===== src/rtl/tx_prbs_qpsk_source.sv =====
// Transmit-side dual PRBS9 (x^9+x^5+1) I/Q bit source with optional periodic
// error injection and saturating injected-error counters.
module tx_prbs_qpsk_source #(
  parameter logic [8:0]  PRBS_SEED_I = 9'h1AA,
  parameter logic [8:0]  PRBS_SEED_Q = 9'h1FE,
  parameter int unsigned ERR_PERIOD  = 1024,
  parameter int unsigned ERR_CNT_W   = 32
) (
  input  logic                 clk,
  input  logic                 i_reset,
  input  logic                 i_en_tx,
  input  logic                 i_en_rate1,
  input  logic                 i_err_inj_en,
  input  logic [1:0]           i_err_sel,
  output logic                 o_tx_bit_I,
  output logic                 o_tx_bit_Q,
  output logic                 o_tx_valid,
  output logic                 o_inj_flag,
  output logic [ERR_CNT_W-1:0] o_err_cnt_I,
  output logic [ERR_CNT_W-1:0] o_err_cnt_Q
);

  localparam logic [15:0] WIN_LAST = 16'(ERR_PERIOD - 1);

  logic [8:0]           lfsr_i_q, lfsr_i_d, lfsr_q_q, lfsr_q_d;
  logic [15:0]          win_q, win_d;
  logic                 bit_i_q, bit_i_d, bit_q_q, bit_q_d;
  logic                 valid_q, valid_d, flag_q, flag_d;
  logic [ERR_CNT_W-1:0] cnt_i_q, cnt_i_d, cnt_q_q, cnt_q_d;
  logic                 adv, inj, inj_i, inj_q;

  // An all-zero state can only come from an upset; reload all-ones to escape it.
  function automatic logic [8:0] lfsr_next(input logic [8:0] r);
    return (r == '0) ? 9'h1FF : {r[7:0], r[8] ^ r[4]};
  endfunction

  always_comb begin
    adv      = i_en_tx & i_en_rate1;
    inj      = adv & i_err_inj_en & (win_q == WIN_LAST);
    inj_i    = inj & i_err_sel[0];
    inj_q    = inj & i_err_sel[1];
    lfsr_i_d = lfsr_i_q;
    lfsr_q_d = lfsr_q_q;
    win_d    = win_q;
    bit_i_d  = bit_i_q;
    bit_q_d  = bit_q_q;
    flag_d   = flag_q;
    cnt_i_d  = cnt_i_q;
    cnt_q_d  = cnt_q_q;
    valid_d  = adv;

    if (!i_err_inj_en) begin
      win_d = '0;
    end else if (adv) begin
      win_d = inj ? '0 : win_q + 16'd1;
    end

    if (adv) begin
      lfsr_i_d = lfsr_next(lfsr_i_q);
      lfsr_q_d = lfsr_next(lfsr_q_q);
      bit_i_d  = lfsr_i_q[8] ^ inj_i;
      bit_q_d  = lfsr_q_q[8] ^ inj_q;
      flag_d   = inj_i | inj_q;
      if (inj_i && cnt_i_q != '1) cnt_i_d = cnt_i_q + ERR_CNT_W'(1);
      if (inj_q && cnt_q_q != '1) cnt_q_d = cnt_q_q + ERR_CNT_W'(1);
    end
  end

  always_ff @(posedge clk or negedge i_reset) begin
    if (!i_reset) begin
      lfsr_i_q <= PRBS_SEED_I;
      lfsr_q_q <= PRBS_SEED_Q;
      win_q    <= '0;
      bit_i_q  <= 1'b0;
      bit_q_q  <= 1'b0;
      valid_q  <= 1'b0;
      flag_q   <= 1'b0;
      cnt_i_q  <= '0;
      cnt_q_q  <= '0;
    end else begin
      lfsr_i_q <= lfsr_i_d;
      lfsr_q_q <= lfsr_q_d;
      win_q    <= win_d;
      bit_i_q  <= bit_i_d;
      bit_q_q  <= bit_q_d;
      valid_q  <= valid_d;
      flag_q   <= flag_d;
      cnt_i_q  <= cnt_i_d;
      cnt_q_q  <= cnt_q_d;
    end
  end

  assign o_tx_bit_I  = bit_i_q;
  assign o_tx_bit_Q  = bit_q_q;
  assign o_tx_valid  = valid_q;
  assign o_inj_flag  = flag_q;
  assign o_err_cnt_I = cnt_i_q;
  assign o_err_cnt_Q = cnt_q_q;

endmodule


===== config.mk =====
export PLATFORM = sky130hd
export DESIGN_NAME = tx_prbs_qpsk_source
export DESIGN_NICKNAME = d
export VERILOG_FILES = /design/src/rtl/tx_prbs_qpsk_source.sv
export SDC_FILE = /design/constraint.sdc
export NUM_CORES = 1
export LEC_CHECK = 0
export CORE_AREA = 2 2 96 98
export DETAILED_ROUTE_END_ITERATION = 16
export DIE_AREA = 0 0 98 100
export PLACE_DENSITY = 0.82
export SYNTH_ARGS = -nofsm -noshare
export SYNTH_HDL_FRONTEND = slang
export SYNTH_SLANG_ARGS = --single-unit

===== constraint.sdc =====
create_clock -name clk -period 3.6 [get_ports clk]
set_input_delay 0.54 -clock clk [delete_from_list [all_inputs] [get_ports clk]]
set_output_delay 0.54 -clock clk [all_outputs]
set_load 0.01 [all_outputs]

==> impl_metrics.ini <==
[status]
status = complete, no violations

[place]
gp_congestion = 0.8318
placed_cells = 626
dp_hpwl_um = 7460
portBuffers = 74

[floorplanning]
core_area_um2 = 8890
die_area_um2 = 9800
die_w_um = 98
chipHeight_um = 100
num_io_pins = 75
start_util_pct = 54.55
rows = 35

[drt]
postRouteAntennaNets = 0
vias_per_cell = 5.842
drc_errors = 0
drt_iter0_markers = 173
routed_wl_um = 10490
firstDrtPassIters = 5
wl_per_cell_um = 16.36
via_count = 3745

[worst_setup_path]
critPathKind = primary input to register
r2r.worst_path.cells = 6
cp_slowest_cell = clkdlybuf4s50_1
r2r_end = o_err_cnt_Q[22]$_DFFE_PN0P_
r2r_setup_slack_ns = 1.17
path_cells = clkdlybuf4s50_1 -> and3_1 -> nand2_1 -> nor3_4 -> nand2_1 -> nor4_1 -> xor2_1
cp.arrival_ns = 2.79
endpoint_kind = register
cpMostUsedCell = nand2_1
cpPeakStageDelay_ns = 0.57
path_max_fanout = 13
cp-start-kind = primary input
r2r_start = win_q[13]$_DFFE_PN0P_
critical_path_required_ns = 3.89

[synth]
synth_top_family_by_area = simple AND/OR/NAND/NOR gates
synth_cells = 449
ys_dominant_reg_cell = dfrtp_1
ys_seq_area_share_pct = 52.97
synth-compound-area-share_pct = 8.024
yosysTopAreaCellShare_pct = 45.92
synth_area_um2 = 4850
synth_edf_count = 0
synthDistinctLibCells = 45
synth_area_leaders = dfrtp_1 46%, dfstp_2 7.0%, xor2_1 7.0%
synthTopCellsByCount = 89 x dfrtp_1, 51 x nand2_1, 39 x xor2_1
ys_seq_elements = 102
yosys_warnings = 0
synthAdderAreaFrac_pct = 0.7740
synthMuxAreaShare_pct = 0.2322
yosysTopAreaCell = dfrtp_1
async_flop_share_pct = 100.0
synthXorXnorAreaFrac_pct = 12.46
yosysMostFrequentCell = dfrtp_1
syn_nets = 459
postSynthAreaPerCell_um2 = 10.80
synthSimpleGateAreaFrac_pct = 23.81

[global_route]
grt_usage_pct = 21.80
grt_pass1_wl_um = 17530
overflow = 0
grt_max_degree = 46
antenna_found_initial = 0
grt_pass1_vias = 3728

[sta]
hold_viol = 0
slew_violations = 0
rsz0062_at_grt = false
tns_ns = 0
fmax_mhz = 400.0
slew_headroom_pct = 42.10
setup_viol = 0
finalCriticalPeriod_ns = 2.500
post-route-period-util_pct = 69.44
finClkSkew_ns = 0.01197
worst_slew_pin_slew_ns = 0.8592

[pwr]
irDropWorstVdd_v = 0.0002548
total_power_mw = 2.136
powerDensity_nw_per_um2 = 362.3
power_leakage_nw = 2.556

[clocking]
clk_pin_slew_worst_paths_ns = 0.10
cts_made_buffers = 9
clock_path_buffers = 2
ctsResizeCount = 0
hold_buffers = 0
clock_sinks = 102
cts_root_buffer = clkbuf_8
clock_tree.htree_level_count = 3
clk_latency_ns = 0.37
cts_tree = built
postCtsSetupRepairBufs = 0

[finish]
num-fill-cells = 700
final_cells = 641
finish.utilization_pct = 66.32
regArea_um2 = 2569
synthToLayoutAreaGrowth_pct = 21.57
antenna_cells = 0
multi_input_area_um2 = 2197
nets = 536
layout-drive-gt1-share_pct = 9.245

[worst_hold_path]
hold_path.class = primary input to asynchronous set/reset pin

[run]
maxCapViolations = 0
[layout make-up]
class	instances	share of cell area, %
Sequential cell	102	43.57
Clock buffer	10	2.165
Multi-Input combinational cell	326	37.27
Inverter	9	0.5730
Tap cell	111	2.356
Timing Repair Buffer	78	13.03
Clock inverter	5	1.040
[worst max path at each step]
stage | from | end | slack (ns) | cells after the start
after floorplan | o_err_cnt_Q[0]$_DFFE_PN0P_ | o_err_cnt_Q[20]$_DFFE_PN0P_ | 1.44 | 9
after global routing | i_err_inj_en | o_err_cnt_Q[23]$_DFFE_PN0P_ | 0.88 | 7
final | i_err_inj_en | o_err_cnt_Q[22]$_DFFE_PN0P_ | 1.10 | 7
after CTS | i_err_inj_en | o_err_cnt_Q[22]$_DFFE_PN0P_ | 1.07 | 7
after detailed placement | i_err_inj_en | o_err_cnt_Q[22]$_DFFE_PN0P_ | 0.70 | 7
after global placement | i_err_inj_en | o_err_cnt_Q[23]$_DFFE_PN0P_ | 0.78 | 7
[layer usage]
layer	wire (um)	share of wire, %	GRT usage (%)	vias up
met5	0	0	0	-
met4	172	1.6	8.654	0
met3	329	3.1	2.786	13
met2	5379	51	37.93	84
met1	4605	44	27.91	1886
li1	-	-	-	1762
[sequential cells by signal (all words and copies together) (netlist names)]
signal and cells:
lfsr_i_q 9, lfsr_q_q 9, o_err_cnt_I 32, o_err_cnt_Q 32, o_inj_flag 1, o_tx_bit_I 1, o_tx_bit_Q 1, o_tx_valid 1
win_q 16
[metrics by stage]
stage | hold slack [ns] | area (um^2) | setup WS (ns)
finish | 0.1478 | 5896 | 1.100
global route | 0.1899 | 5896 | 0.8798
CTS | 0.1645 | 5896 | 1.075
detailed placement | 0.4780 | 5707 | 0.6972
global placement | 0.4652 | 5707 | 0.7792
floorplan | 0.2444 | 4850 | 1.441
[cells by family after synthesis]
| kind of cell | Yosys count |
|---|---|
| DFF | 102 |
| muxes | 1 |
| AOI/OAI and AO/OA | 54 |
| and+or+nand+nor | 199 |
| adders and majority gates | 3 |
| buffers and inverters | 21 |
| xor gates and xnor gates | 69 |
[critical path: cells and delay by family]
kind	cells	cell delay, ns
AND/OR/NAND/NOR	5	1.50
buffers and inverters	1	0.57
XOR/XNOR	1	0.18
[power breakdown]
group / switching, mW / internal (mW)
clock network: 0.392 / 0.319
logic: 0.0696 / 0.0728
registers: 0.0556 / 1.23
[cell usage in the layout (no fill, tap or decap), drive strengths merged, types with 3 or more instances in the layout]
cell	instances
nor4	16
ha	3
or3	3
clkbuf	10
nand3	32
xnor2	30
clkinvlp	3
dfstp	13
and4	12
nand2	51
xor2	39
a21oi	3
nor3	20
nand4	14
and2	6
o41ai	4
and3	15
o21ai	20
o31ai	6
inv	9
nor2	19
dfrtp	89
buf	5
o22a	18
clkdlybuf4s50	73
(Power assumes the default switching activity.)
==> edit 1: new RTL, same flow settings <==
Change the parameter `ERR_CNT_W` from 32 to 40.
--- a/src/rtl/tx_prbs_qpsk_source.sv
+++ b/src/rtl/tx_prbs_qpsk_source.sv
@@ -4,7 +4,7 @@
   parameter logic [8:0]  PRBS_SEED_I = 9'h1AA,
   parameter logic [8:0]  PRBS_SEED_Q = 9'h1FE,
   parameter int unsigned ERR_PERIOD  = 1024,
-  parameter int unsigned ERR_CNT_W   = 32
+  parameter int unsigned ERR_CNT_W   = 40
 ) (
   input  logic                 clk,
   input  logic                 i_reset,
Interface: changed (resized o_err_cnt_I and o_err_cnt_Q); port bits go from 75 to 91. No check against the original RTL was run, so the function may have changed too.
==> edit 1 against the unedited design <==
Die area unchanged; largest cell class unchanged; sequential cell count is 16 higher; synthesized area grew 16%; setup slack got worse by 0.35 ns; worst hold slack better by 0.026 ns; non-clock buffer count rose by 16; wire length grew 27%; power up 46%; cell area grew 22%; highest routed layer unchanged.
==> edit 1: results (changes against the unedited design) <==
set qor(status) {completed}
set qor(mappedNetlistNets) 535 ;# +17%
set qor(synth_area_leaders) {dfrtp_1 47%, xnor2_1 7.2%, xor2_1 6.3%}
set qor(power_leakage_nw) 3.06 ;# +20%
set qor(final_layout_size_suffix_gt1_share_pct) 9.98 ;# +0.74 points
set qor(regToRegSetupSlack_ns) 0.75 ;# -0.42 ns
set qor(critPathKind) {reg2reg}
set qor(internal_power_mw) 2.43 ;# +50%
set qor(cp_slowest_cell) {nor4_1}
set qor(seq_power_share_pct) 46.8 ;# -13 points
set qor(synthXorXnorAreaFrac_pct) 13.7 ;# +1.3 points
set qor(numPortBuffers) 90 ;# +22%
set qor(globalplace.congestion) 0.940 ;# +13%
set qor(seq_total_area_yosys_pct) 53.0 ;# about the same
set qor(synth.top_cells.by_count) {105 x dfrtp_1, 59 x nand2_1, 46 x nand3_1, 46 x xnor2_1, 40 x xor2_1}
set qor(firstDrtPassIters) 4 ;# -1
set qor(endpoint) {o_err_cnt_Q[33]}
set qor(first_pass_grt_wire_length_mm) 22.5 ;# +28%
set qor(portion_of_the_clock_cycle_consumed_by_the_worst_path_in_the_final_layout_pct) 79.0 ;# +9.6 points
set qor(drt_iter0_markers) 252 ;# +46%
set qor(h-tree-depth) 4 ;# +1
set qor(place.detailed.hpwl_mm) 9.06 ;# +21%
set qor(clkLatencyLatePin_ns) 0.51 ;# +0.14 ns
set qor(worst-slew-pin-transition_ns) 0.927 ;# +0.0674 ns
set qor(netlist-cell-type-count) 44 ;# -2.2%
set qor(grt_util_all_layers_pct) 28.5 ;# +6.7 points
set qor(cts_made_buffers) 17 ;# +8
set qor(totalWireLength_mm) 13.3 ;# +27%
set qor(grt_pass1_vias) 4561 ;# +22%
[edit 1: cell types whose count changed in the layout (fill, tap and decap cells not counted), sizes merged, moves of 9 or more]
cell and change:
dfrtp +16, nor2 +10, nand2 +9, clkbuf +13, clkdlybuf4s50 +16, nand4 +12, nand3 +15, xnor2 +17
[edit 1: area by class of cell]
type,count,area [um2]
inverter,5,18.8
multi-input combinational,392,2570
clock inverter,9,77.6
tap,111,139
clock buffer,23,457
fill,538,1720
timing repair buffer,94,941
sequential,118,2970
[edit 1: through the flow]
stage / instances / area [um2] / utilization [%] / hold WS [ns] / total power [mW]
floorplan: 525 / 5600 / - / 0.244 / 1.56
global placement: 720 / 6640 / 74.7 / 0.466 / 1.63
detailed placement: 720 / 6640 / 74.7 / 0.462 / 1.64
CTS: 752 / 7170 / 80.7 / 0.202 / 3.14
global route: 752 / 7170 / 80.7 / 0.239 / 3.23
finish: 752 / 7170 / 80.7 / 0.174 / 3.13
==> edit 2: new RTL, same settings <==
Made on the original files. Add an input register stage for `i_en_tx`, `i_en_rate1`, `i_err_inj_en` and `i_err_sel`; this delays them by one clock.
--- a/src/rtl/tx_prbs_qpsk_source.sv
+++ b/src/rtl/tx_prbs_qpsk_source.sv
@@ -22,6 +22,18 @@
 
   localparam logic [15:0] WIN_LAST = 16'(ERR_PERIOD - 1);
 
+  logic i_en_tx_q;
+  logic i_en_rate1_q;
+  logic i_err_inj_en_q;
+  logic [1:0] i_err_sel_q;
+
+  always_ff @(posedge clk) begin
+    i_en_tx_q      <= i_en_tx;
+    i_en_rate1_q   <= i_en_rate1;
+    i_err_inj_en_q <= i_err_inj_en;
+    i_err_sel_q    <= i_err_sel;
+  end
+
   logic [8:0]           lfsr_i_q, lfsr_i_d, lfsr_q_q, lfsr_q_d;
   logic [15:0]          win_q, win_d;
   logic                 bit_i_q, bit_i_d, bit_q_q, bit_q_d;
@@ -35,10 +47,10 @@
   endfunction
 
   always_comb begin
-    adv      = i_en_tx & i_en_rate1;
-    inj      = adv & i_err_inj_en & (win_q == WIN_LAST);
-    inj_i    = inj & i_err_sel[0];
-    inj_q    = inj & i_err_sel[1];
+    adv      = i_en_tx_q & i_en_rate1_q;
+    inj      = adv & i_err_inj_en_q & (win_q == WIN_LAST);
+    inj_i    = inj & i_err_sel_q[0];
+    inj_q    = inj & i_err_sel_q[1];
     lfsr_i_d = lfsr_i_q;
     lfsr_q_d = lfsr_q_q;
     win_d    = win_q;
@@ -49,7 +61,7 @@
     cnt_q_d  = cnt_q_q;
     valid_d  = adv;
 
-    if (!i_err_inj_en) begin
+    if (!i_err_inj_en_q) begin
       win_d = '0;
     end else if (adv) begin
       win_d = inj ? '0 : win_q + 16'd1;
Formal check against the unedited RTL: not equivalent (a bounded check fails within 4 cycles, from zero or initial values and one cycle with i_reset low).
==> edit 2 against the unedited design <==
Synthesized area grew 6.3%; wire length grew 13%; core utilization grew 3.7 points; power grew 7.6%; clock skew grew 0.0043 ns; non-clock buffer count shrank 1; sequential cell count grew 5; register-to-register slack lost 0.15 ns; first-iteration DRC count grew 62%; cell area grew 5.6%; setup slack lost 0.080 ns.
==> edit 2: results (changes against the unedited design) <==
set qor(status) {completed}
set qor(worst_ir_drop_vdd_uv) 270 ;# +5.8%
set qor(dp.cells) 666 ;# +6.4%
set qor(totalWireLength_mm) 11.8 ;# +13%
set qor(place.detailed.hpwl_mm) 8.46 ;# +13%
set qor(power_leakage_nw) 2.46 ;# -3.6%
set qor(netlist-cell-type-count) 53 ;# +18%
set qor(vias_per_cell) 6.19 ;# +6.0%
set qor(drt_iter0_markers) 280 ;# +62%
set qor(final.fill_count) 660 ;# -5.7%
set qor(worstPathArrival_ns) 2.84 ;# +0.05 ns
set qor(final_nets) 576 ;# +7.5%
set qor(cp_max_fo) 11 ;# -2
set qor(synth.top_cells.by_count) {89 x dfrtp_1, 49 x xnor2_1, 46 x nand4_1}
set qor(grt_pass1_vias) 4143 ;# +11%
set qor(ys_warn_count) 0 ;# unchanged
set qor(worst-slew-pin-transition_ns) 0.809 ;# -0.0499 ns
set qor(groute.layer.met1.usage_pct) 36.8 ;# +8.9 points
set qor(maximum_count_of_clock_buffers_along_a_single_path) 2 ;# unchanged
set qor(async_reset_ff_share_pct) 95.3 ;# -4.7 points
set qor(ff2ff_path_depth) 5 ;# -1
set qor(globalplace.congestion) 0.859 ;# +3.2%
set qor(synth_area_leaders) {dfrtp_1 43%, xnor2_1 8.3%, dfstp_2 6.6%}
set qor(post_cts_resize_count) 0 ;# unchanged
set qor(grt_max_degree) 54 ;# +17%
set qor(post_synth_mux_area_share_pct) 0.437 ;# +0.20 points
set qor(finClkSkew_ns) 0.0163 ;# +0.00430 ns
set qor(global_route.usage.met3_pct) 3.69 ;# +0.91 points
set qor(mappedNetlistNets) 505 ;# +10%
set qor(share_of_the_synthesized_area_in_compound_gates_ao_oa_aoi_oai_pct) 8.13 ;# +0.10 points
set qor(grt_util_all_layers_pct) 25.5 ;# +3.7 points
set qor(postSynthAreaPerCell_um2) 10.4 ;# -3.5%
set qor(area_share_of_fa_ha_maj_cells_after_synthesis_pct) 0.728 ;# -0.046 points
set qor(mean_routed_wirelength_per_cell_um) 17.4 ;# +6.2%
set qor(seq_total_area_yosys_pct) 51.7 ;# -1.2 points
set qor(global_route.usage.met2_pct) 39.4 ;# +1.5 points
[edit 2: per-layer routing]
metal	up-vias	wire (um)
met5	-	0
met4	0	219
met3	23	543
met2	138	5720
met1	2101	5360
li1	1962	-
[edit 2: final timing paths]
path	to	slack [ns]	start
hold reg to reg	o_err_cnt_I[20]	0.50	o_err_cnt_I[20]
min in group clk	o_err_cnt_I[20]	0.50	o_err_cnt_I[20]
max in group asynchronous	lfsr_q_q[6]	2.68	i_reset
hold / removal	o_err_cnt_I[14]	0.16	i_reset
setup reg to reg	o_err_cnt_Q[1]	1.02	win_q[7]
setup / recovery	o_err_cnt_Q[1]	1.02	win_q[7]
[edit 2: layout make-up]
cell class	instances	area, um2	area share [%]
Clock buffer	10	138	2.21
Inverter	9	33.8	0.542
Sequential cell	107	2670	42.8
Multi-Input combinational cell	362	2390	38.3
Clock inverter	6	88.8	1.43
Tap cell	111	139	2.23
Timing Repair Buffer	77	773	12.4
[edit 2: logic make-up after synthesis]
kind of cell	Yosys count
simple gates	234
xor+xnor	68
flops	107
buf+inv	26
mux	2
compound gates	55
fa+ha+maj	3
[edit 2: power by group through the flow]
| stage | clock network, mW | registers (mW) | logic [mW] |
|---|---|---|---|
| after floorplan | 0 | 1.35 | 0.0829 |
| after global placement | 0 | 1.36 | 0.136 |
| after detailed placement | 0 | 1.37 | 0.140 |
| after CTS | 0.827 | 1.34 | 0.141 |
| after global routing | 0.878 | 1.35 | 0.154 |
| final | 0.817 | 1.34 | 0.139 |
[edit 2: metrics by stage]
stage,cell area (um2),util [%],worst slack [ns]
after floorplan,5160,-,1.37
after global placement,6000,67.5,1.12
after detailed placement,6000,67.5,1.03
after CTS,6230,70.1,1.03
after global routing,6230,70.1,0.837
final,6230,70.1,1.02
[edit 2: critical path: stages, from the launching register on]
cell and delay [ns]:
dfrtp_1 0.43, nand4_1 0.40, or3_1 0.51, nor2_1 0.55
and2_1 0.27, mux2_1 0.32
